$ cat config.mk
export PLATFORM = sky130hd
export DESIGN_NAME = fpu_issue_ctrl
export DESIGN_NICKNAME = d
export VERILOG_FILES = /design/src/rtl/fpu_issue_ctrl.sv
export SDC_FILE = /design/constraint.sdc
export NUM_CORES = 1
export LEC_CHECK = 0
export CAP_MARGIN = 20
export CORE_AREA = 5 5 127 129
export DETAILED_ROUTE_END_ITERATION = 10
export DIE_AREA = 0 0 132 134
export GPL_TIMING_DRIVEN = 0
export HOLD_SLACK_MARGIN = 0.1
export PLACE_DENSITY = 0.81
export SETUP_SLACK_MARGIN = 0.1
export SYNTH_ARGS = -nofsm -noshare
export SYNTH_HDL_FRONTEND = slang
export SYNTH_SLANG_ARGS = --single-unit
$ cat constraint.sdc
create_clock -name clk -period 2.6 [get_ports clk]
set_input_delay 0.26 -clock clk [delete_from_list [all_inputs] [get_ports clk]]
set_output_delay 0.26 -clock clk [all_outputs]
set_load 0.05 [all_outputs]
$ cat src/rtl/fpu_issue_ctrl.sv
// Issue/return controller for fixed-latency, handshake-free FPU units.
// Define FPU_RSP_BYPASS_EN to present a result on rsp_* in the cycle it leaves the unit.
module fpu_issue_ctrl #(
    parameter int LATENCY = 2,
    parameter int DEPTH   = 4,
    parameter int TAGW    = 4
) (
    input  logic            clk,
    input  logic            rstn,
    input  logic            req_valid,
    output logic            req_ready,
    input  logic [31:0]     req_x1,
    input  logic [31:0]     req_x2,
    input  logic [TAGW-1:0] req_tag,
    output logic [31:0]     fu_x1,
    output logic [31:0]     fu_x2,
    input  logic [31:0]     fu_y,
    input  logic            fu_ovf,
    output logic            rsp_valid,
    input  logic            rsp_ready,
    output logic [31:0]     rsp_y,
    output logic            rsp_ovf,
    output logic [TAGW-1:0] rsp_tag,
    output logic            busy
);

    localparam int AW = (DEPTH > 1) ? $clog2(DEPTH) : 1;
    localparam int CW = $clog2(DEPTH + 1);
    localparam int SW = $clog2(2 * DEPTH + 1);
    localparam int EW = 33 + TAGW;

    logic                fire;
    logic [LATENCY:1]    pv_reg;
    logic [TAGW-1:0]     ptag_reg [1:LATENCY];
    logic [SW-1:0]       inflight;
    logic [EW-1:0]       mem_reg [DEPTH];
    logic [EW-1:0]       head;
    logic [AW-1:0]       wr_ptr_reg;
    logic [AW-1:0]       rd_ptr_reg;
    logic [CW-1:0]       count_reg;
    logic [CW-1:0]       count_next;
    logic                fifo_nonempty;
    logic                wr_en;
    logic                pop;

    assign fu_x1 = req_x1;
    assign fu_x2 = req_x2;
    assign fire  = req_valid & req_ready;

    // Slot chain mirrors the unit pipeline so each result is matched to its tag.
    always_ff @(posedge clk or negedge rstn) begin
        if (!rstn) begin
            pv_reg[1]   <= 1'b0;
            ptag_reg[1] <= '0;
        end else begin
            pv_reg[1]   <= fire;
            ptag_reg[1] <= req_tag;
        end
    end

    generate
        for (genvar gi = 2; gi <= LATENCY; gi++) begin : g_slot
            always_ff @(posedge clk or negedge rstn) begin
                if (!rstn) begin
                    pv_reg[gi]   <= 1'b0;
                    ptag_reg[gi] <= '0;
                end else begin
                    pv_reg[gi]   <= pv_reg[gi-1];
                    ptag_reg[gi] <= ptag_reg[gi-1];
                end
            end
        end
    endgenerate

    always_comb begin
        inflight = '0;
        for (int k = 1; k <= LATENCY; k++) begin
            inflight = inflight + SW'(pv_reg[k]);
        end
    end

    // Credit counts slots already in flight so every returning result has room.
    assign req_ready     = (inflight + SW'(count_reg)) < SW'(DEPTH);
    assign fifo_nonempty = (count_reg != '0);
    assign busy          = (inflight != '0) | fifo_nonempty;
    assign head          = mem_reg[rd_ptr_reg];
    assign pop           = fifo_nonempty & rsp_ready;

`ifdef FPU_RSP_BYPASS_EN
    logic bypass;
    assign bypass    = ~fifo_nonempty & pv_reg[LATENCY];
    assign wr_en     = pv_reg[LATENCY] & ~(bypass & rsp_ready);
    assign rsp_valid = fifo_nonempty | bypass;
    assign rsp_y     = bypass ? fu_y : (fifo_nonempty ? head[31:0] : 32'd0);
    assign rsp_ovf   = bypass ? fu_ovf : (fifo_nonempty & head[32]);
    assign rsp_tag   = bypass ? ptag_reg[LATENCY]
                              : (fifo_nonempty ? head[EW-1:33] : '0);
`else
    assign wr_en     = pv_reg[LATENCY];
    assign rsp_valid = fifo_nonempty;
    // Gate the head so stale array contents never show while empty.
    assign rsp_y     = fifo_nonempty ? head[31:0] : 32'd0;
    assign rsp_ovf   = fifo_nonempty & head[32];
    assign rsp_tag   = fifo_nonempty ? head[EW-1:33] : '0;
`endif

    always_ff @(posedge clk) begin
        if (wr_en) begin
            mem_reg[wr_ptr_reg] <= {ptag_reg[LATENCY], fu_ovf, fu_y};
        end
    end

    always_comb begin
        count_next = count_reg;
        if (wr_en && !pop) begin
            count_next = count_reg + CW'(1);
        end else if (!wr_en && pop) begin
            count_next = count_reg - CW'(1);
        end
    end

    always_ff @(posedge clk or negedge rstn) begin
        if (!rstn) begin
            wr_ptr_reg <= '0;
            rd_ptr_reg <= '0;
            count_reg  <= '0;
        end else begin
            if (wr_en) begin
                wr_ptr_reg <= (wr_ptr_reg == AW'(DEPTH - 1)) ? '0 : wr_ptr_reg + AW'(1);
            end
            if (pop) begin
                rd_ptr_reg <= (rd_ptr_reg == AW'(DEPTH - 1)) ? '0 : rd_ptr_reg + AW'(1);
            end
            count_reg <= count_next;
        end
    end

endmodule
== Word level (Yosys, flattened, before mapping) ==
Memories as Yosys holds them, arrays and structs flattened.
Cells that the tools add are included.
Cells by class
  add/subtract/negate cells: 6
  multipliers: 0
  div/mod/pow operators: 0
  order comparisons: 1
  equality and inequality tests: 2
  shifts and indexed selects: 0
  mux-type cells: 8
  bitwise gates (word level): 4
  reductions and logical operators: 7
Operators with widths (count)
  32-bit two-way mux: 1
  3-bit two-way mux: 2
  2-bit by 1-bit adder with 2-bit output, second input constant: 2
  2-bit by 3-bit adder with 4-bit output: 1
  2-bit equality test, second input constant: 2
  4-bit by 3-bit < comparator with 1-bit output, second input constant: 1
  2-bit two-way mux: 2
  4-bit two-way mux: 1
  4-bit nonzero test: 1
  3-bit by 1-bit adder with 3-bit output, second input constant: 1
  1-bit AND: 3
  3-bit nonzero test: 1
  3-bit by 1-bit subtractor with 3-bit output, second input constant: 1
  1-bit by 1-bit adder with 2-bit output: 1
  1-bit logical AND: 2
  1-bit zero test: 2
  1-bit two-way mux: 2
  2-bit nonzero test: 1
  1-bit OR: 1
Storage, ports and cells
  register bits: 17
  bits in latches: 0
  RAM bits: 148
  memory bits (read-only): 0
  word-level logic and storage cells: 36
  memories: 1
Memory list
  mem_reg: depth 4, bits a word 37, rd ports 1, clocked after Yosys merged registers in 0, wr ports 1, RTL line 36  | logic [EW-1:0] mem_reg [DEPTH];

== Logic depth before layout (Yosys ltp) ==
Gate-level depths: netlist of the first run.
  word-level depth: 5
  depth in mapped cells: 9
  gate-level depth less buffers: 9

== Worst setup path before layout of the first run ==
OpenSTA, ideal clock, no wires.
  kind: register to register
  from: reg pv_reg (netlist bit wr_en)
  to: reg pv_reg[1] (netlist name)
  library setup time: 73 ps
  arrival: 2442 ps
  slack: 86 ps
  cell stages (with the launch flop): 5
  cells stage by stage: dfrtp_1 > ha_1 > ha_1 > a311oi_1 > and2_1
On the way
  word-level cells in the longest chain between the ends: 4
Ends and longest elaborated chain
  start: declaration: RTL line 33  | logic [LATENCY:1] pv_reg;
  start signal: indexed assignment: RTL line 68  | pv_reg[gi] <= pv_reg[gi-1];
  1-bit by 1-bit adder with 2-bit output: RTL line 78  | inflight = inflight + SW'(pv_reg[k]);
  2-bit by 3-bit adder with 4-bit output: RTL line 83  | assign req_ready = (inflight + SW'(count_reg)) < SW'(DEPTH);
  4-bit by 3-bit < comparator with 1-bit output: RTL line 83
  net req_ready: RTL line 11  | output logic req_ready,
  1-bit AND: RTL line 48  | assign fire = req_valid & req_ready;
  net fire: RTL line 32  | logic fire;
The timed path passes the listed nets, and every way through them passes these cells.
A chain may end at the register's enable or synchronous reset.

== Worst setup path in the final report of the first run ==
  from: reg rd_ptr_reg[0]
  to: out rsp_y[30]
On the way
  word-level cells in the longest chain between the ends: 2
Ends and longest elaborated chain
  start: declaration: RTL line 39  | logic [AW-1:0] rd_ptr_reg;
  start signal: assignment: RTL line 132  | rd_ptr_reg <= (rd_ptr_reg == AW'(DEPTH - 1)) ? '0 : rd_ptr_reg + AW'(1);
  memory read 4 x 37 bit
  32-bit two-way mux: RTL line 102  | assign rsp_y = fifo_nonempty ? head[31:0] : 32'd0;
  end: declaration: RTL line 21  | output logic [31:0] rsp_y,
No other way between the ends.

==> results.md, run 1 <==
* Worst-skew pair later-pin latency at 0.42 ns
* Final slew viol count at 0
* TritonCTS clock tree: built
* Nets at 634
* GRT overflow at 0
* I/O pin cnt at 209
* CP startpoint kind: flop
* Critical Path End: rsp_y[30]
* Top cells by count, synth: edfxtp_1 (148), buf_4 (66), and2_1 (42)
* Max-cap violations at 0
* Power Density at 1170 mW/mm2
* Num CTS Buffers at 17
* Netlist Area Pre-Place at 0.00678 mm2
* Reg-to-reg startpoint: count_reg[1]$_DFFE_PN0P_
* CP Capture Type: output port
* Seq/Total Area, Yosys at 0.718
* Yosys warnings at 0
* Worst r2r path cells at 9
* Largest net degree at the start of global routing at 24
* Number of routed nets with antenna violations at 0
* Avg WL per Cell at 20.2 um
* GRT Total Usage at 0.167
* Slew @ Worst Pin at 0.857 ns
* Fin crit share at 0.922
* CP Data Required Time at 2.34 ns
* FF-to-FF setup slack at 0.52 ns
* Setup violators final at 0
* Core area at 0.0149 mm2
* DP Area at 0.00855 mm2
* Post-DP HPWL at 10,200 um
* Max VDD drop at 686 uV
* Syn_nets at 467
* CP Max Fanout at 10
* Starting Density at 0.455
* Hold/Removal Path Class: in -> reg
* CTS H-Tree Depth at 4
* Root buffer cell: clkbuf_16
* Distinct cells, synth at 20
* ANT cells at 0
* Clk sink count at 165
* Vias in the first global route at 3,957
* Count of input and output buffers at 144
* Reg2reg end: count_reg[2]$_DFFE_PN0P_
* 1st-iter DRT viols at 135
* Top-count cell post-synth: edfxtp_1
* Pwr Total at 10.7 mW
* Gp weighted congestion at 0.689
* Post-route minimum period at 2.40 ns
* Clk slew on worst S/H paths at 0.06 ns
* Fraction of layout cells with a size suffix above 1 at 0.352
* Met2 Use GR at 0.305
* Max FFs per register at 148
* Post-synth ARST share at 0.103
* Synth area leader: edfxtp_1
* Antenna violations before repair at 0
* Max Freq at 417 MHz
* FF+latch count, synth at 165
* Setup bufs post-CTS at 0
* Top_reg_cell synth: edfxtp_1
* Die area at 0.0177 mm2
* Layout area overhead at 34.3%
* RSZ-0062 raised after global routing: yes
* Post-synth EDFFs at 148
* DRC errors left at 0
* Place WS at -0.255 ns
* Initial DRT Pass Iterations at 4
* LEAKAGE at 3.29 nW
* Via count at 3,628
* GRT met3 Usage at 0.0634
* Most used routing layer: met2
* Setup crit start: rd_ptr_reg[0]$_DFFE_PN0P_
* Dpl cells at 688
* Total wire length at 14,600 um
* Synth top area share at 0.655
* Vert. Die Dim at 134 um
* Outcome: completed
* Top cells by area, synth: edfxtp_1 (66%), mux4_2 (12%), buf_4 (7.3%), dfrtp_1 (6.3%), and2_1 (3.9%)
* Setup WS post-layout at 0.202 ns
* Worst Skew at 0.0129 ns
* Slew headroom at 0.427
* CP Class: reg -> out
* Final instance area at 0.00911 mm2
* Critical Path AT at 2.14 ns
* First-pass GRT wire length at 22,500 um
* Synth Instances at 352
* DR vias/cell at 5.04
* GRT met1 Usage at 0.183
* Final Hold Viols at 0
* Non-filler cells, final at 720
* Syn avg cell area at 19.3 um2
* Die Wd at 132 um
* Hold-fix buffers at CTS at 0
* # rows at 45
* Clk buf depth at 2
## metrics by stage
stage | setup TNS [ns] | util | hold slack, ns
floorplan | 0 | - | -0.0356
global placement | -8.54 | 0.567 | 0.334
detailed placement | -4.30 | 0.573 | 0.336
CTS | 0 | 0.611 | 0.264
global route | 0 | 0.610 | 0.266
finish | 0 | 0.610 | 0.284
## power by group
group,leakage [nW],switching [mW],internal (mW)
combinational,1.46,3.04,1.73
clock,0.282,0.967,1.45
sequential,1.54,0.158,3.34
## cells by family after synthesis
kind of cell | count (synthesis) | share of synthesized area
flip-flops | 165 | 0.718
buffers and inverters | 82 | 0.0847
AND/OR/NAND/NOR | 49 | 0.0432
multiplexers | 40 | 0.128
adder cells (fa/ha/maj) | 10 | 0.0196
AO/OA/AOI/OAI | 3 | 0.00277
XOR/XNOR | 3 | 0.00388
## how the worst min path moves through the flow
| stage | from | to | cells after the start |
|---|---|---|---|
| after floorplan | rstn | count_reg[0]$_DFFE_PN0P_ | 0 |
| after global placement | ptag_reg[5]$_DFF_PN0_ | ptag_reg[1]$_DFF_PN0_ | 0 |
| after detailed placement | ptag_reg[5]$_DFF_PN0_ | ptag_reg[1]$_DFF_PN0_ | 0 |
| after CTS | req_tag[1] | ptag_reg[5]$_DFF_PN0_ | 1 |
| after global routing | req_tag[1] | ptag_reg[5]$_DFF_PN0_ | 1 |
| final | req_tag[1] | ptag_reg[5]$_DFF_PN0_ | 1 |
## worst max-delay path, cell delays in order, from the launching register on
cell and delay, ns:
dfrtp_2 0.41, buf_8 0.19, buf_6 0.20, mux4_2 0.53, and2_1 0.19, buf_2 0.21
## cells in the final DEF (no fill, tap or decap), types with 2 or more instances in the layout
cell type        netlist  layout
xor2_1                 2       2
clkinv_2               0       3
o21ai_0                2       2
edfxtp_1             148     148
inv_6                  0       2
mux2_2                 3       3
dlygate4sd2_1          0       8
clkbuf_16              0      17
dfrtp_1               17      15
buf_12                 0       4
clkdlybuf4s50_1        0     105
and2_1                42      38
ha_1                   9       9
clkinv_4               0       3
clkbuf_4               0       3
clkbuf_2               0       5
mux4_2                37      37
bufinv_16              0       2
clkbuf_1               5       4
nor2_1                 2       2
and2_2                 0       4
buf_6                  2       2
buf_2                  3      10
nand2_1                3       3
clkdlybuf4s15_2        0      18
buf_4                 66      67
dfrtp_2                0       2
inv_1                  6       6
## metal layers
metal / vias up / share of wire / wire (um)
li1: 1613 / - / -
met1: 1854 / 0.35 / 5170
met2: 153 / 0.56 / 8140
met3: 8 / 0.078 / 1140
met4: 0 / 0.0080 / 116
met5: - / 0 / 0
## layout make-up
class	instances	area (um2)
well taps	188	235
multi-input cells	105	1350
clock inverters	11	126
clock buffers	21	450
fillers	1063	5810
inverters	6	22.5
flip-flops and latches	165	4870
repair buffers	148	1470
plain buffers	76	577
## repair_timing
action,4_1_cts,5_1_grt
pin swaps,0,0
endpoints found under the setup margin,39,29
resized for setup,121,14
cloned,0,0
Note: power is estimated with default switching activity, not from simulation.
==> inputs of run 2 (changes only) <==
--- a/config.mk
+++ b/config.mk
@@ -6,9 +6,9 @@
 export NUM_CORES = 1
 export LEC_CHECK = 0
 export CAP_MARGIN = 20
-export CORE_AREA = 5 5 127 129
+export CORE_AREA = 8 8 130 132
 export DETAILED_ROUTE_END_ITERATION = 10
-export DIE_AREA = 0 0 132 134
+export DIE_AREA = 0 0 138 140
 export GPL_TIMING_DRIVEN = 0
 export HOLD_SLACK_MARGIN = 0.1
 export PLACE_DENSITY = 0.81
==> run 2 against run 1 <==
Critical path type unchanged. Largest power group unchanged. Highest routed layer unchanged. Via count decreased by 1.1%. Sequential power hardly changed. Total power shrank 0.69%. Largest cell class unchanged. Worst hold slack got worse by 0.0036 ns.
==> results.md, run 2 (same netlist as run 1, synthesis figures left out) <==
* Outcome: completed
* Dpl cells at 688
* Antenna violations before repair at 0
* ANT cells at 0
* CP Max Fanout at 10
* Count of input and output buffers at 144
* Vias in the first global route at 4,022
* Non-filler cells, final at 720
* # rows at 45
* Largest net degree at the start of global routing at 20
* Nets at 634
* Starting Density at 0.456
* GRT overflow at 0
* CP Class: reg -> out
* Critical Path AT at 2.27 ns
* Total wire length at 14,700 um
* CP peak stage delay at 0.53 ns
* Final slew viol count at 0
* Most common cell after layout, fill and taps aside: edfxtp_1
* Max VDD drop at 866 uV
* RSZ-0062 raised after global routing: yes
* Worst-skew pair later-pin latency at 0.42 ns
* 1st-iter DRT viols at 216
* DR vias/cell at 4.98
* CP Data Required Time at 2.34 ns
* Final Hold Viols at 0
* Max Freq at 396 MHz
* Via count at 3,589
* GRT Total Usage at 0.154
* Power Density at 1160 mW/mm2
* LEAKAGE at 3.30 nW
* Post-route minimum period at 2.53 ns
* FILL cells at 1,098
* CP Capture Type: output port
* Avg WL per Cell at 20.4 um
* Clk sink count at 165
* CP cell instances: buf_4 > mux4_2 > and2_1 > dlygate4sd2_1
* Die area at 0.0193 mm2
* Util after Layout at 0.612
* CP startpoint kind: flop
* Hold-fix buffers at CTS at 0
* CTS H-Tree Depth at 4
* Most frequent cells in the layout: edfxtp_1 (148), clkdlybuf4s50_1 (105), buf_4 (69), and2_1 (38), mux4_2 (37)
* Initial DRT Pass Iterations at 4
* Clk slew on worst S/H paths at 0.06 ns
* First-pass GRT wire length at 22,800 um
* CP max-delay cell: mux4_2
* TritonCTS clock tree: built
* Post-DP HPWL at 10,300 um
* Max FFs per register at 148
* Pwr Total at 10.6 mW
* Fraction of layout cells with a size suffix above 1 at 0.340
* Num CTS Buffers at 17
* Hold slack at 0.281 ns
* Core area at 0.0149 mm2
* Worst Skew at 0.00989 ns
* Fin crit share at 0.972
* DRC errors left at 0
* Setup violators final at 0
* Max-cap violations at 0
* Vert. Die Dim at 140 um
* Root buffer cell: clkbuf_16
* Die Wd at 138 um
* Clk buf depth at 2
* Layout area overhead at 34.2%
* Slew headroom at 0.472
* Slew @ Worst Pin at 0.789 ns
* Critical path's top delay family: buffers and inverters
* Gp weighted congestion at 0.743
* I/O pin cnt at 209
* Number of routed nets with antenna violations at 0
* CP Buf/Inv Count at 2
* Hold/Removal Path Class: in -> reg
-- run 2: changes by cell type in the layout (fill, tap and decap cells not counted), moves of 3 or more --
cell / change
buf_12: -4
buf_16: +4
clkbuf_1: +4
clkdlybuf4s15_2: -4
buf_2: +3
clkbuf_16: +3
clkinv_4: -3
-- run 2: repair_timing --
action                                  in CTS  in global routing
gates resized for setup                    120                 19
buffers inserted                             0                  0
endpoints found under the setup margin      39                 29
-- run 2: path summary, 6_finish.rpt --
check	from	endpoint	slack (ns)	cells past startpoint
setup / recovery	rd_ptr_reg[0]$_DFFE_PN0P_	rsp_y[25]	0.07	4
setup reg to reg	count_reg[2]$_DFFE_PN0P_	count_reg[2]$_DFFE_PN0P_	0.48	9
max in group asynchronous	rstn	wr_ptr_reg[0]$_DFFE_PN0P_	1.80	1
min in group asynchronous	rstn	count_reg[2]$_DFFE_PN0P_	0.30	1
hold / removal	req_tag[1]	ptag_reg[5]$_DFF_PN0_	0.28	1
hold reg to reg	ptag_reg[6]$_DFF_PN0_	ptag_reg[2]$_DFF_PN0_	0.35	0
-- run 2: area by class of cell --
| type | count | area [um2] | share of cell area |
|---|---|---|---|
| buffer | 76 | 577 | 0.0634 |
| tap | 188 | 235 | 0.0258 |
| sequential | 165 | 4870 | 0.535 |
| clock inverter | 3 | 15.0 | 0.00165 |
| inverter | 6 | 22.5 | 0.00247 |
| clock buffer | 29 | 554 | 0.0609 |
| multi-input combinational | 105 | 1350 | 0.149 |
| timing repair buffer | 148 | 1470 | 0.162 |
-- run 2: where the power goes --
part,leakage [nW],internal [mW],switching (mW)
combinational,1.48,1.72,3.04
clock,0.281,1.44,0.907
sequential,1.55,3.33,0.160
total,3.30,6.50,4.11
-- run 2: metrics by stage --
step           setup slack (ns)  TNS (ns)  instance area [um2]
6_report                 0.0732         0                 9100
5_1_grt                 -0.0148   -0.0289                 9100
4_1_cts                 0.00872         0                 9140
3_5_place_dp             -0.233     -3.86                 8580
3_3_place_gp             -0.196     -3.18                 8460
2_1_floorplan             0.587         0                 6790
-- run 2: per-layer routing --
layer	vias up	track usage	routed length (um)
met5	-	0	0
met1	1800	0.175	5730
met2	168	0.263	7780
li1	1609	-	-
met4	0	0.0549	140
met3	12	0.0561	1040
